$ cat src/rtl/mux_dp_pipe.sv
// N-input datapath select mux with a registered valid/ready output stage.
// A skid register absorbs one extra beat so downstream back-pressure never drops data.
module mux_dp_pipe #(
  parameter  int WIDTH = 32,
  parameter  int N_IN  = 4,
  localparam int SEL_W = (N_IN > 1) ? $clog2(N_IN) : 1
) (
  input  logic                  clk,
  input  logic                  rst_n,
  input  logic                  in_valid,
  output logic                  in_ready,
  input  logic [SEL_W-1:0]      sel,
  input  logic [N_IN*WIDTH-1:0] din,
  output logic                  out_valid,
  input  logic                  out_ready,
  output logic [WIDTH-1:0]      dout,
  output logic [SEL_W-1:0]      out_sel,
  output logic                  out_err
);

  localparam logic [1:0] EMPTY = 2'd0;
  localparam logic [1:0] ONE   = 2'd1;
  localparam logic [1:0] FULL  = 2'd2;

  // Out-of-range selects yield zero data; the error flag travels with the beat.
  function automatic logic [WIDTH-1:0] pick_data(input logic [SEL_W-1:0]      s,
                                                 input logic [N_IN*WIDTH-1:0] d);
    logic [WIDTH-1:0] r;
    r = '0;
    for (int k = 0; k < N_IN; k++) begin
      r = (int'(s) == k) ? d[k*WIDTH +: WIDTH] : r;
    end
    return r;
  endfunction

  logic [1:0]       state_q, state_d;
  logic             in_ready_q, out_valid_q;
  logic [WIDTH-1:0] m_data_q, s_data_q;
  logic [SEL_W-1:0] m_sel_q, s_sel_q;
  logic             m_err_q, s_err_q;

  logic             accept_s, emit_s;
  logic             m_load_s, m_from_s_s, s_load_s;
  logic [WIDTH-1:0] new_data_s;
  logic             new_err_s;

  assign accept_s   = in_valid & in_ready_q;
  assign emit_s     = out_valid_q & out_ready;
  assign new_data_s = pick_data(sel, din);
  assign new_err_s  = (int'(sel) >= N_IN);

  // Next-state and register load enables for the main/skid pair.
  always_comb begin
    state_d    = state_q;
    m_load_s   = 1'b0;
    m_from_s_s = 1'b0;
    s_load_s   = 1'b0;
    case (state_q)
      EMPTY: begin
        if (accept_s) begin
          m_load_s = 1'b1;
          state_d  = ONE;
        end else begin
          state_d  = EMPTY;
        end
      end
      ONE: begin
        if (accept_s && emit_s) begin
          m_load_s = 1'b1;
          state_d  = ONE;
        end else if (accept_s) begin
          s_load_s = 1'b1;
          state_d  = FULL;
        end else if (emit_s) begin
          state_d  = EMPTY;
        end else begin
          state_d  = ONE;
        end
      end
      FULL: begin
        if (emit_s) begin
          m_from_s_s = 1'b1;
          state_d    = ONE;
        end else begin
          state_d    = FULL;
        end
      end
      default: begin
        state_d = EMPTY;
      end
    endcase
  end

  // State plus handshake flags; in_ready depends only on registered state.
  always_ff @(posedge clk or negedge rst_n) begin
    if (!rst_n) begin
      state_q     <= EMPTY;
      in_ready_q  <= 1'b0;
      out_valid_q <= 1'b0;
    end else begin
      state_q     <= state_d;
      in_ready_q  <= (state_d != FULL);
      out_valid_q <= (state_d != EMPTY);
    end
  end

  // Main register: loaded from the input or from the skid register, never otherwise.
  always_ff @(posedge clk or negedge rst_n) begin
    if (!rst_n) begin
      m_data_q <= '0;
      m_sel_q  <= '0;
      m_err_q  <= 1'b0;
    end else if (m_load_s) begin
      m_data_q <= new_data_s;
      m_sel_q  <= sel;
      m_err_q  <= new_err_s;
    end else if (m_from_s_s) begin
      m_data_q <= s_data_q;
      m_sel_q  <= s_sel_q;
      m_err_q  <= s_err_q;
    end else begin
      m_data_q <= m_data_q;
      m_sel_q  <= m_sel_q;
      m_err_q  <= m_err_q;
    end
  end

  // Skid register: captures the beat accepted while the main register is stalled.
  always_ff @(posedge clk or negedge rst_n) begin
    if (!rst_n) begin
      s_data_q <= '0;
      s_sel_q  <= '0;
      s_err_q  <= 1'b0;
    end else if (s_load_s) begin
      s_data_q <= new_data_s;
      s_sel_q  <= sel;
      s_err_q  <= new_err_s;
    end else begin
      s_data_q <= s_data_q;
      s_sel_q  <= s_sel_q;
      s_err_q  <= s_err_q;
    end
  end

  assign in_ready  = in_ready_q;
  assign out_valid = out_valid_q;
  assign dout      = m_data_q;
  assign out_sel   = m_sel_q;
  assign out_err   = m_err_q;

endmodule

$ cat config.mk
export PLATFORM = sky130hd
export DESIGN_NAME = mux_dp_pipe
export DESIGN_NICKNAME = d
export VERILOG_FILES = /design/src/rtl/mux_dp_pipe.sv
export SDC_FILE = /design/constraint.sdc
export NUM_CORES = 1
export LEC_CHECK = 0
export ABC_AREA = 1
export ABC_CLOCK_PERIOD_IN_PS = 1400
export BUFFER_PORTS_ARGS = -buffer_cell sky130_fd_sc_hd__buf_4
export CORE_ASPECT_RATIO = 1.25
export CORE_MARGIN = 2
export CORE_UTILIZATION = 45
export CTS_CLUSTER_SIZE = 25
export DETAILED_ROUTE_END_ITERATION = 8
export PLACE_DENSITY = 0.84
export SYNTH_ARGS = -nofsm -noshare
export SYNTH_HDL_FRONTEND = slang
export SYNTH_SLANG_ARGS = --single-unit
$ cat constraint.sdc
create_clock -name clk -period 1.4 [get_ports clk]
set_input_delay 0.21 -clock clk [delete_from_list [all_inputs] [get_ports clk]]
set_output_delay 0.21 -clock clk [all_outputs]
set_load 0.01 [all_outputs]
==> impl_metrics.env, run 1 <==
export IMPL_p_leak_nw=3.14
export IMPL_r2r_cells=8
export IMPL_ys_flop_type="dfrtp_1"
export IMPL_yosys_cell_count_top_type="nand2_1"
export IMPL_endpoint_kind="flip-flop"
export IMPL_numPortBuffers=169
export IMPL_grt_usage_pct=26.2
export IMPL_via_per_inst=5.26
export IMPL_grt_pass1_wl_um=21400
export IMPL_synth_nets=716
export IMPL_critPathLaunchType="flip-flop"
export IMPL_gp_congestion=0.820
export IMPL_period_share_pct=100
export IMPL_first_pass_iters=5
export IMPL_ios=171
export IMPL_post_dp_cell_area_um2=5640
export IMPL_endpoint="out_sel[0]"
export IMPL_finalMaxSlewViolations=0
export IMPL_area_growth_pct=48.2
export IMPL_peakVddDrop_v=0.00102
export IMPL_die_w_um=90.1
export IMPL_drive_gt1_share_pct=33.6
export IMPL_hpwl_um=9530
export IMPL_syn_inst=581
export IMPL_fin_setup_tns_ns=-0.00887
export IMPL_hold_viol=0
export IMPL_clk_pin_slew_ns=0.06
export IMPL_r2r_start="out_valid"
export IMPL_yosys_area_share_simple_pct=37.9
export IMPL_critPathSlowestCell="dfrtp_1"
export IMPL_synth_area_mux_share_pct=0
export IMPL_violations="negative setup slack"
export IMPL_cts_tree="built"
export IMPL_grt_pass1_vias=4512
export IMPL_syn_avg_cell_area_um2=7.17
export IMPL_root_buffer="clkbuf_16"
export IMPL_h_tree_depth=3
export IMPL_drc_errors=0
export IMPL_worst_path_most_repeated_cell="buf_12"
export IMPL_num_rows=39
export IMPL_synth_largest_area_cell="dfrtp_1"
export IMPL_drv_cap=0
export IMPL_worst_ep_arrival_time_ns=1.62
export IMPL_grt_overflow_total=0
export IMPL_ys_warn_count=0
export IMPL_clock_latency_ns=0.33
export IMPL_wl_per_cell_um=15.3
export IMPL_drtAntennaViolNets=0
export IMPL_fin_area_um2=6180
export IMPL_critPathLaunch="out_valid"
export IMPL_crit_chain="nand2_2 -> buf_6 -> a21oi_4 -> buf_12 -> nor2_4 -> buf_12 -> nand2_1 -> nand3_1"
export IMPL_synth_xor_area_share_pct=0
export IMPL_worstPathRequired_ns=1.61
export IMPL_antenna_diode_count=0
export IMPL_yosysTopAreaCellShare_pct=43.2
export IMPL_final_setup_skew_ns=0.00594
export IMPL_synth_seq_cells=72
export IMPL_die_h_um=112
export IMPL_setup_viol_count_final=3
export IMPL_cts_sinks=72
export IMPL_wl_um=13600
export IMPL_synthAdderAreaFrac_pct=0.300
export IMPL_ys_types=26
export IMPL_p_per_area_nw_per_um2=1810
export IMPL_nNetsFinal=893
export IMPL_synthArstFlopShare_pct=100
export IMPL_clk_path_buf_depth=2
export IMPL_r2r_end="out_sel[0]"
export IMPL_grt_antenna_before_repair=0
export IMPL_period_needed_ns=1.41
export IMPL_synth_top_family_by_area="simple AND/OR/NAND/NOR gates"
export IMPL_rsz0062_at_grt="yes"
export IMPL_grt_max_degree=73
export IMPL_critPathKind="flip-flop to flip-flop"
export IMPL_syn_area_um2=4170
export IMPL_fin_ws_ns=-0.00553
export IMPL_max_stage_delay_ns=0.38
export IMPL_cts_inserted_buffers=9
export IMPL_hp_class="primary input to flip-flop"
export IMPL_dieArea_um2=10100
export IMPL_worstPathMaxFanout=16
export IMPL_synth_common_cells="190 x nand2_1, 89 x nand3_1, 72 x dfrtp_1"
export IMPL_start_util_pct=45.9
export IMPL_drt_initial_drc_count=435
export IMPL_synth_area_top_cells="dfrtp_1 43%, nand2_1 17%, nand3_1 11%"
export IMPL_status="complete, but fails checks"
export IMPL_synth_compound_area_share_pct=9.37
export IMPL_core_um2=9080
export IMPL_max_freq_ghz=0.711
export IMPL_post_place_ws_ns=-0.0523
export IMPL_regToRegSetupSlack_ns=-0.006
export IMPL_via_count=4661
export IMPL_synth_edf_count=0
export IMPL_synth_seq_area_share_pct=43.2
[cell usage in the layout (no fill, tap or decap)]
| cell type | n |
|---|---|
| a21oi_4 | 1 |
| buf_12 | 10 |
| buf_4 | 188 |
| buf_6 | 3 |
| buf_8 | 1 |
| bufbuf_16 | 1 |
| bufinv_16 | 1 |
| clkbuf_1 | 1 |
| clkbuf_16 | 10 |
| clkbuf_8 | 4 |
| clkinv_2 | 1 |
| conb_1 | 1 |
| dfrtp_1 | 72 |
| dlygate4sd3_1 | 1 |
| ha_2 | 1 |
| inv_1 | 30 |
| inv_2 | 7 |
| nand2_1 | 181 |
| nand2_2 | 11 |
| nand2_4 | 1 |
| nand3_1 | 88 |
| nand3_4 | 1 |
| nand4_1 | 11 |
| nor2_1 | 36 |
| nor2_2 | 1 |
| nor2_4 | 4 |
| nor3_4 | 1 |
| o21ai_0 | 55 |
| o21ai_1 | 18 |
| o21ai_4 | 1 |
| or2_0 | 7 |
| or2_1 | 6 |
| or2_2 | 8 |
[flip-flops by register name (all words and copies together) (netlist names)]
signal     flops
s_data_q      32
state_q        2
s_sel_q        2
out_sel        2
out_valid      1
in_ready       1
dout          32
[final cells by class]
type	instances	area (um2)
Timing Repair Buffer	205	1730
Clock buffer	14	284
Fill cell	722	2900
Sequential cell	72	1800
Inverter	37	139
Tap cell	123	154
Clock inverter	2	35.0
Multi-Input combinational cell	433	2040
[critical path, delay by kind of cell (launching register included)]
family | cells | cell delay, ns
AO/OA/AOI/OAI | 1 | 0.19
AND/OR/NAND/NOR | 4 | 0.28
buffers and inverters | 3 | 0.44
flip-flops | 1 | 0.38
[per-stage QoR]
step | util, % | hold slack (ns) | std cells | total power [mW]
floorplan | - | -0.0856 | 581 | 6.13
global placement | 62.1 | 0.243 | 859 | 7.95
detailed placement | 62.1 | 0.253 | 859 | 8.13
CTS | 66.5 | 0.212 | 878 | 10.8
global route | 68.1 | 0.228 | 886 | 11.9
finish | 68.1 | 0.210 | 886 | 11.2
[cells by family (layout without fill, tap and decap cells)]
group           Yosys count  in the layout
compound gates           75             75
fa+ha+maj                 1              1
other cells               1              1
buf+inv                  76            258
flops                    72             72
simple gates            356            356
[where the power goes]
| group | switching, mW | internal [mW] | total (mW) |
|---|---|---|---|
| clock | 0.809 | 1.57 | 2.38 |
| combinational | 2.72 | 2.45 | 5.17 |
| sequential | 0.566 | 3.09 | 3.66 |
[worst min path at each step]
stage               startpoint            to  slack [ns]  depth (start not counted)
finish                din[110]  s_data_q[14]        0.21                          4
global route          din[112]  s_data_q[16]        0.23                          4
CTS                   din[110]  s_data_q[14]        0.21                          4
detailed placement       rst_n       dout[4]        0.25                          2
global placement         rst_n       dout[7]        0.24                          2
floorplan                rst_n       dout[0]       -0.09                          0
[routing by layer]
layer | global-route usage [%] | part of all wire, % | vias to the layer above
met3 | 5.62 | 7.3 | 36
li1 | - | - | 2229
met4 | 10.9 | 3.1 | 0
met2 | 44.3 | 51 | 237
met5 | 0 | 0 | -
met1 | 32.5 | 39 | 2159
[what timing repair did]
item / 4_1_cts / 5_1_grt
endpoints found under the setup margin: 34 / 67
endpoints found under the hold margin: 72 / 0
pin swaps: 2 / 5
hold buffers: 1 / 0
setup buffers: 1 / 8
resized for setup: 4 / 19
cloned: 1 / 1
(Power assumes the default switching activity.)
==> run 2: changes to the inputs <==
Settings changed: BUFFER_PORTS_ARGS -buffer_cell sky130_fd_sc_hd__buf_4 to not set, DONT_BUFFER_PORTS set to 1, PLACE_DENSITY 0.84 to 0.69.
==> impl_metrics.env, run 2 (same netlist as run 1, synthesis figures left out) <==
export IMPL_status="complete, but fails checks"
export IMPL_violations="negative hold slack"
export IMPL_clock_latency_ns=0.33
export IMPL_r2r_end="dout[30]"
export IMPL_die_w_um=90.1
export IMPL_grt_overflow_total=0
export IMPL_p_sw_mw=3.78
export IMPL_rsz0062_at_grt="yes"
export IMPL_clk_path_buf_depth=2
export IMPL_cts_sinks=72
export IMPL_period_share_pct=98.7
export IMPL_grt_usage_pct=22.6
export IMPL_gp_congestion=0.855
export IMPL_r2r_cells=8
export IMPL_swShare_pct=38.8
export IMPL_worstPathMaxFanout=7
export IMPL_period_needed_ns=1.38
export IMPL_place_inst=682
export IMPL_drv_cap=0
export IMPL_start_util_pct=45.9
export IMPL_root_buffer="clkbuf_16"
export IMPL_grt_antenna_before_repair=0
export IMPL_whs_ns=-0.432
export IMPL_drt_initial_drc_count=224
export IMPL_clockPowerShare_pct=23.0
export IMPL_n_fill_cell=889
export IMPL_drc_errors=0
export IMPL_via_count=3915
export IMPL_wl_um=11600
export IMPL_r2r_start="out_valid"
export IMPL_drtAntennaViolNets=0
export IMPL_via_per_inst=5.53
export IMPL_grt_pass1_vias=3767
export IMPL_final_setup_skew_ns=0.00761
export IMPL_grt_pass1_wl_um=18300
export IMPL_max_stage_delay_ns=0.42
export IMPL_worst_ep_arrival_time_ns=1.65
export IMPL_regToRegSetupSlack_ns=0.02
export IMPL_critPathSlowestCell="dfrtp_1"
export IMPL_h_tree_depth=3
export IMPL_first_pass_iters=5
export IMPL_p_per_area_nw_per_um2=2040
export IMPL_clk_pin_slew_ns=0.06
export IMPL_num_rows=39
export IMPL_final_common_cell="nand2_1"
export IMPL_wl_per_cell_um=16.4
export IMPL_drive_gt1_share_pct=14.4
export IMPL_antenna_diode_count=0
export IMPL_hpwl_um=7780
export IMPL_critPathLaunchType="flip-flop"
export IMPL_crit_chain="nand2_4 -> buf_6 -> a21oi_4 -> buf_6 -> nor2_4 -> clkbuf_16 -> nand2_1 -> nand2_1"
export IMPL_numPortBuffers=0
export IMPL_grt_max_degree=73
export IMPL_fin_setup_tns_ns=0
export IMPL_endpoint_kind="flip-flop"
export IMPL_cts_inserted_buffers=9
export IMPL_post_dp_cell_area_um2=4260
export IMPL_p_leak_nw=2.25
export IMPL_cts_tree="built"
export IMPL_nNetsFinal=716
export IMPL_final_cell_mix="179 x nand2_1, 88 x nand3_1, 71 x dfrtp_1"
export IMPL_die_h_um=112
export IMPL_utilization_pct=52.5
export IMPL_dieArea_um2=10100
export IMPL_setup_viol_count_final=0
export IMPL_critPathKind="flip-flop to flip-flop"
export IMPL_max_freq_ghz=0.724
export IMPL_ios=171
export IMPL_fin_area_um2=4760
export IMPL_hp_class="primary input to asynchronous set/reset pin"
export IMPL_worstPathRequired_ns=1.67
export IMPL_power_internal_mw=5.95
export IMPL_hold_viol=72
export IMPL_core_um2=9080
export IMPL_pwr_share_comb_pct=35.9
export IMPL_finalMaxSlewViolations=0
export IMPL_area_growth_pct=14.3
export IMPL_seq_power_share_pct=41.1
export IMPL_final_cells=708
export IMPL_peakVddDrop_v=0.000889
-- run 2: cell types whose count changed in the layout (fill, tap and decap cells not counted), sizes merged --
cell         change
buf            -176
bufbuf           -1
clkbuf           -4
clkinv           +3
clkinvlp         +1
dlygate4sd3      -1
-- run 2: metal layers --
metal	global-route usage (%)	vias to the layer above	share of wire (%)
li1	-	1868	-
met3	5.14	13	7.0
met4	8.51	0	1.4
met5	0	-	0
met2	37.4	167	49
met1	29.0	1867	42
-- run 2: worst max-delay path, delay by kind of cell, from the launching register on --
family	cells	cell delay [ns]
simple gates	4	0.41
compound gates	1	0.05
flops	1	0.42
buf+inv	3	0.44
-- run 2: cell type report --
cell class,instances,area (um2),area share (%)
repair buffers,28,314,6.59
inverters,37,146,3.07
clock buffers,9,225,4.73
clock inverters,6,61.3,1.29
flip-flops and latches,72,1800,37.9
multi-input cells,433,2060,43.2
well taps,123,154,3.23
-- run 2: power by group through the flow --
stage / Sequential, mW / Combinational, mW / Clock (mW)
after CTS: 3.96 / 3.17 / 2.26
after global placement: 3.96 / 2.87 / 0
after global routing: 4.11 / 3.95 / 2.36
after floorplan: 3.79 / 2.34 / 0
after detailed placement: 3.99 / 3.00 / 0
final: 3.99 / 3.50 / 2.24
-- run 2: stage by stage --
step	total power [mW]	setup slack (ns)
finish	9.73	0.0181
global route	10.4	-0.0434
CTS	9.38	0.0221
detailed placement	6.98	-0.0367
global placement	6.83	0.0491
floorplan	6.13	0.0727
-- run 2: worst max path at each step --
stage,end,depth (start not counted),start
after detailed placement,s_data_q[31],8,out_valid
after floorplan,s_data_q[10],8,out_valid
after global placement,s_data_q[31],8,out_valid
final,dout[30],8,out_valid
after CTS,out_sel[1],8,state_q[1]
after global routing,dout[30],8,out_valid
-- run 2: repair_timing --
action,in CTS,in global routing
buffers inserted,5,5
gates cloned,0,2
hold endpoints to repair,72,72
pin swaps,2,13
endpoints found under the setup margin,63,67
gates resized for setup,1,32
==> run 3: changes to the inputs <==
Settings changed: HOLD_SLACK_MARGIN set to 0.06.
==> impl_metrics.env, run 3 (same netlist as run 1, synthesis figures left out) <==
export IMPL_drive_gt1_share_pct=14.3
export IMPL_fin_area_um2=4780
export IMPL_die_h_um=112
export IMPL_grt_max_degree=73
export IMPL_hp_class="primary input to asynchronous set/reset pin"
export IMPL_wl_per_cell_um=16.3
export IMPL_first_pass_iters=5
export IMPL_swShare_pct=38.7
export IMPL_power_internal_mw=5.95
export IMPL_grt_usage_pct=22.7
export IMPL_num_rows=39
export IMPL_peakVddDrop_v=0.000885
export IMPL_max_freq_ghz=0.722
export IMPL_p_leak_nw=2.26
export IMPL_via_count=3904
export IMPL_start_util_pct=45.9
export IMPL_period_needed_ns=1.39
export IMPL_drc_errors=0
export IMPL_core_um2=9080
export IMPL_post_dp_cell_area_um2=4260
export IMPL_status="complete, but fails checks"
export IMPL_worstPathRequired_ns=1.67
export IMPL_seq_power_share_pct=41.1
export IMPL_clock_latency_ns=0.33
export IMPL_clk_pin_slew_ns=0.06
export IMPL_critPathKind="flip-flop to flip-flop"
export IMPL_hold_viol=72
export IMPL_grt_pass1_vias=3776
export IMPL_die_w_um=90.1
export IMPL_clk_path_buf_depth=2
export IMPL_cts_sinks=72
export IMPL_final_common_cell="nand2_1"
export IMPL_numPortBuffers=0
export IMPL_power_total_mw=9.71
export IMPL_whs_ns=-0.430
export IMPL_setup_viol_count_final=0
export IMPL_p_sw_mw=3.75
export IMPL_final_setup_skew_ns=0.00680
export IMPL_final_cell_mix="179 x nand2_1, 88 x nand3_1, 71 x dfrtp_1"
export IMPL_grt_overflow_total=0
export IMPL_cts_tree="built"
export IMPL_dieArea_um2=10100
export IMPL_worstPathMaxFanout=7
export IMPL_cts_inserted_buffers=9
export IMPL_antenna_diode_count=0
export IMPL_ios=171
export IMPL_gp_congestion=0.855
export IMPL_critPathLaunchType="flip-flop"
export IMPL_via_per_inst=5.50
export IMPL_drv_cap=0
export IMPL_rsz0062_at_grt="yes"
export IMPL_n_fill_cell=889
export IMPL_p_per_area_nw_per_um2=2030
export IMPL_worst_ep_arrival_time_ns=1.66
export IMPL_finalMaxSlewViolations=0
export IMPL_endpoint_kind="flip-flop"
export IMPL_drtAntennaViolNets=0
export IMPL_wl_um=11600
export IMPL_period_share_pct=99.0
export IMPL_drt_initial_drc_count=196
export IMPL_grt_antenna_before_repair=0
export IMPL_h_tree_depth=3
export IMPL_violations="negative hold slack"
export IMPL_clockPowerShare_pct=22.9
export IMPL_pwr_share_comb_pct=36.0
export IMPL_hpwl_um=7780
export IMPL_grt_pass1_wl_um=18400
export IMPL_area_growth_pct=14.8
export IMPL_nNetsFinal=718
export IMPL_holdBufCountCts=2
export IMPL_root_buffer="clkbuf_16"
-- run 3: changes by cell type in the layout (fill, tap and decap cells not counted), sizes merged --
cell         before  now
dlygate4sd3       0    2
-- run 3: power by group through the flow --
stage	sequential, mW	clock, mW	combinational [mW]
5_1_grt	4.12	2.35	3.95
4_1_cts	3.96	2.26	3.17
2_1_floorplan	3.79	0	2.34
3_3_place_gp	3.96	0	2.87
3_5_place_dp	3.99	0	3.00
6_report	3.99	2.22	3.49
-- run 3: final timing paths --
kind                         startpoint      endpoint  slack [ns]  cells past startpoint
max                           out_valid      dout[30]        0.01                      8
min                               rst_n      dout[30]       -0.43                      0
max reg2reg                   out_valid      dout[30]        0.01                      8
min reg2reg                s_data_q[24]  s_data_q[24]        0.48                      2
max in group asynchronous         rst_n      dout[27]        1.69                      0
min in group clk               din[120]  s_data_q[24]        0.13                      3
-- run 3: layout make-up --
type	count	area, um2	share of cell area [%]
Clock buffer	9	225	4.71
Clock inverter	6	61.3	1.28
Inverter	37	146	3.06
Multi-Input combinational cell	433	2060	43.1
Sequential cell	72	1800	37.7
Tap cell	123	154	3.22
Timing Repair Buffer	30	334	6.98
-- run 3: through the flow --
stage	util, %	hold WS, ns	cells	TNS (ns)	setup slack, ns
after floorplan	-	-0.0856	581	0	0.0727
after global placement	46.9	-0.0832	682	0	0.0491
after detailed placement	46.9	-0.0838	682	-0.578	-0.0367
after CTS	50.9	-0.437	704	0	0.0221
after global routing	52.7	-0.438	710	-0.556	-0.0434
final	52.7	-0.430	710	0	0.0144
-- run 3: critical path, stage by stage, from the launching register on --
cell and delay, ns:
dfrtp_1 0.41, nand2_4 0.13, buf_6 0.12, a21oi_4 0.06, buf_6 0.13, nor2_4 0.17, clkbuf_16 0.20, nand2_1 0.05
nand2_1 0.06
-- run 3: metal layers --
layer	global-route usage [%]	share of wire, %
met4	9.13	1.7
met1	29.1	42
met3	5.14	6.9
met5	0	0
met2	37.3	49
-- run 3: timing repair --
action | in CTS | in global routing
pin swaps | 2 | 13
hold endpoints to repair | 74 | 72
endpoints found under the setup margin | 63 | 67
gates cloned | 0 | 2
gates resized for setup | 1 | 32
setup buffers | 5 | 5
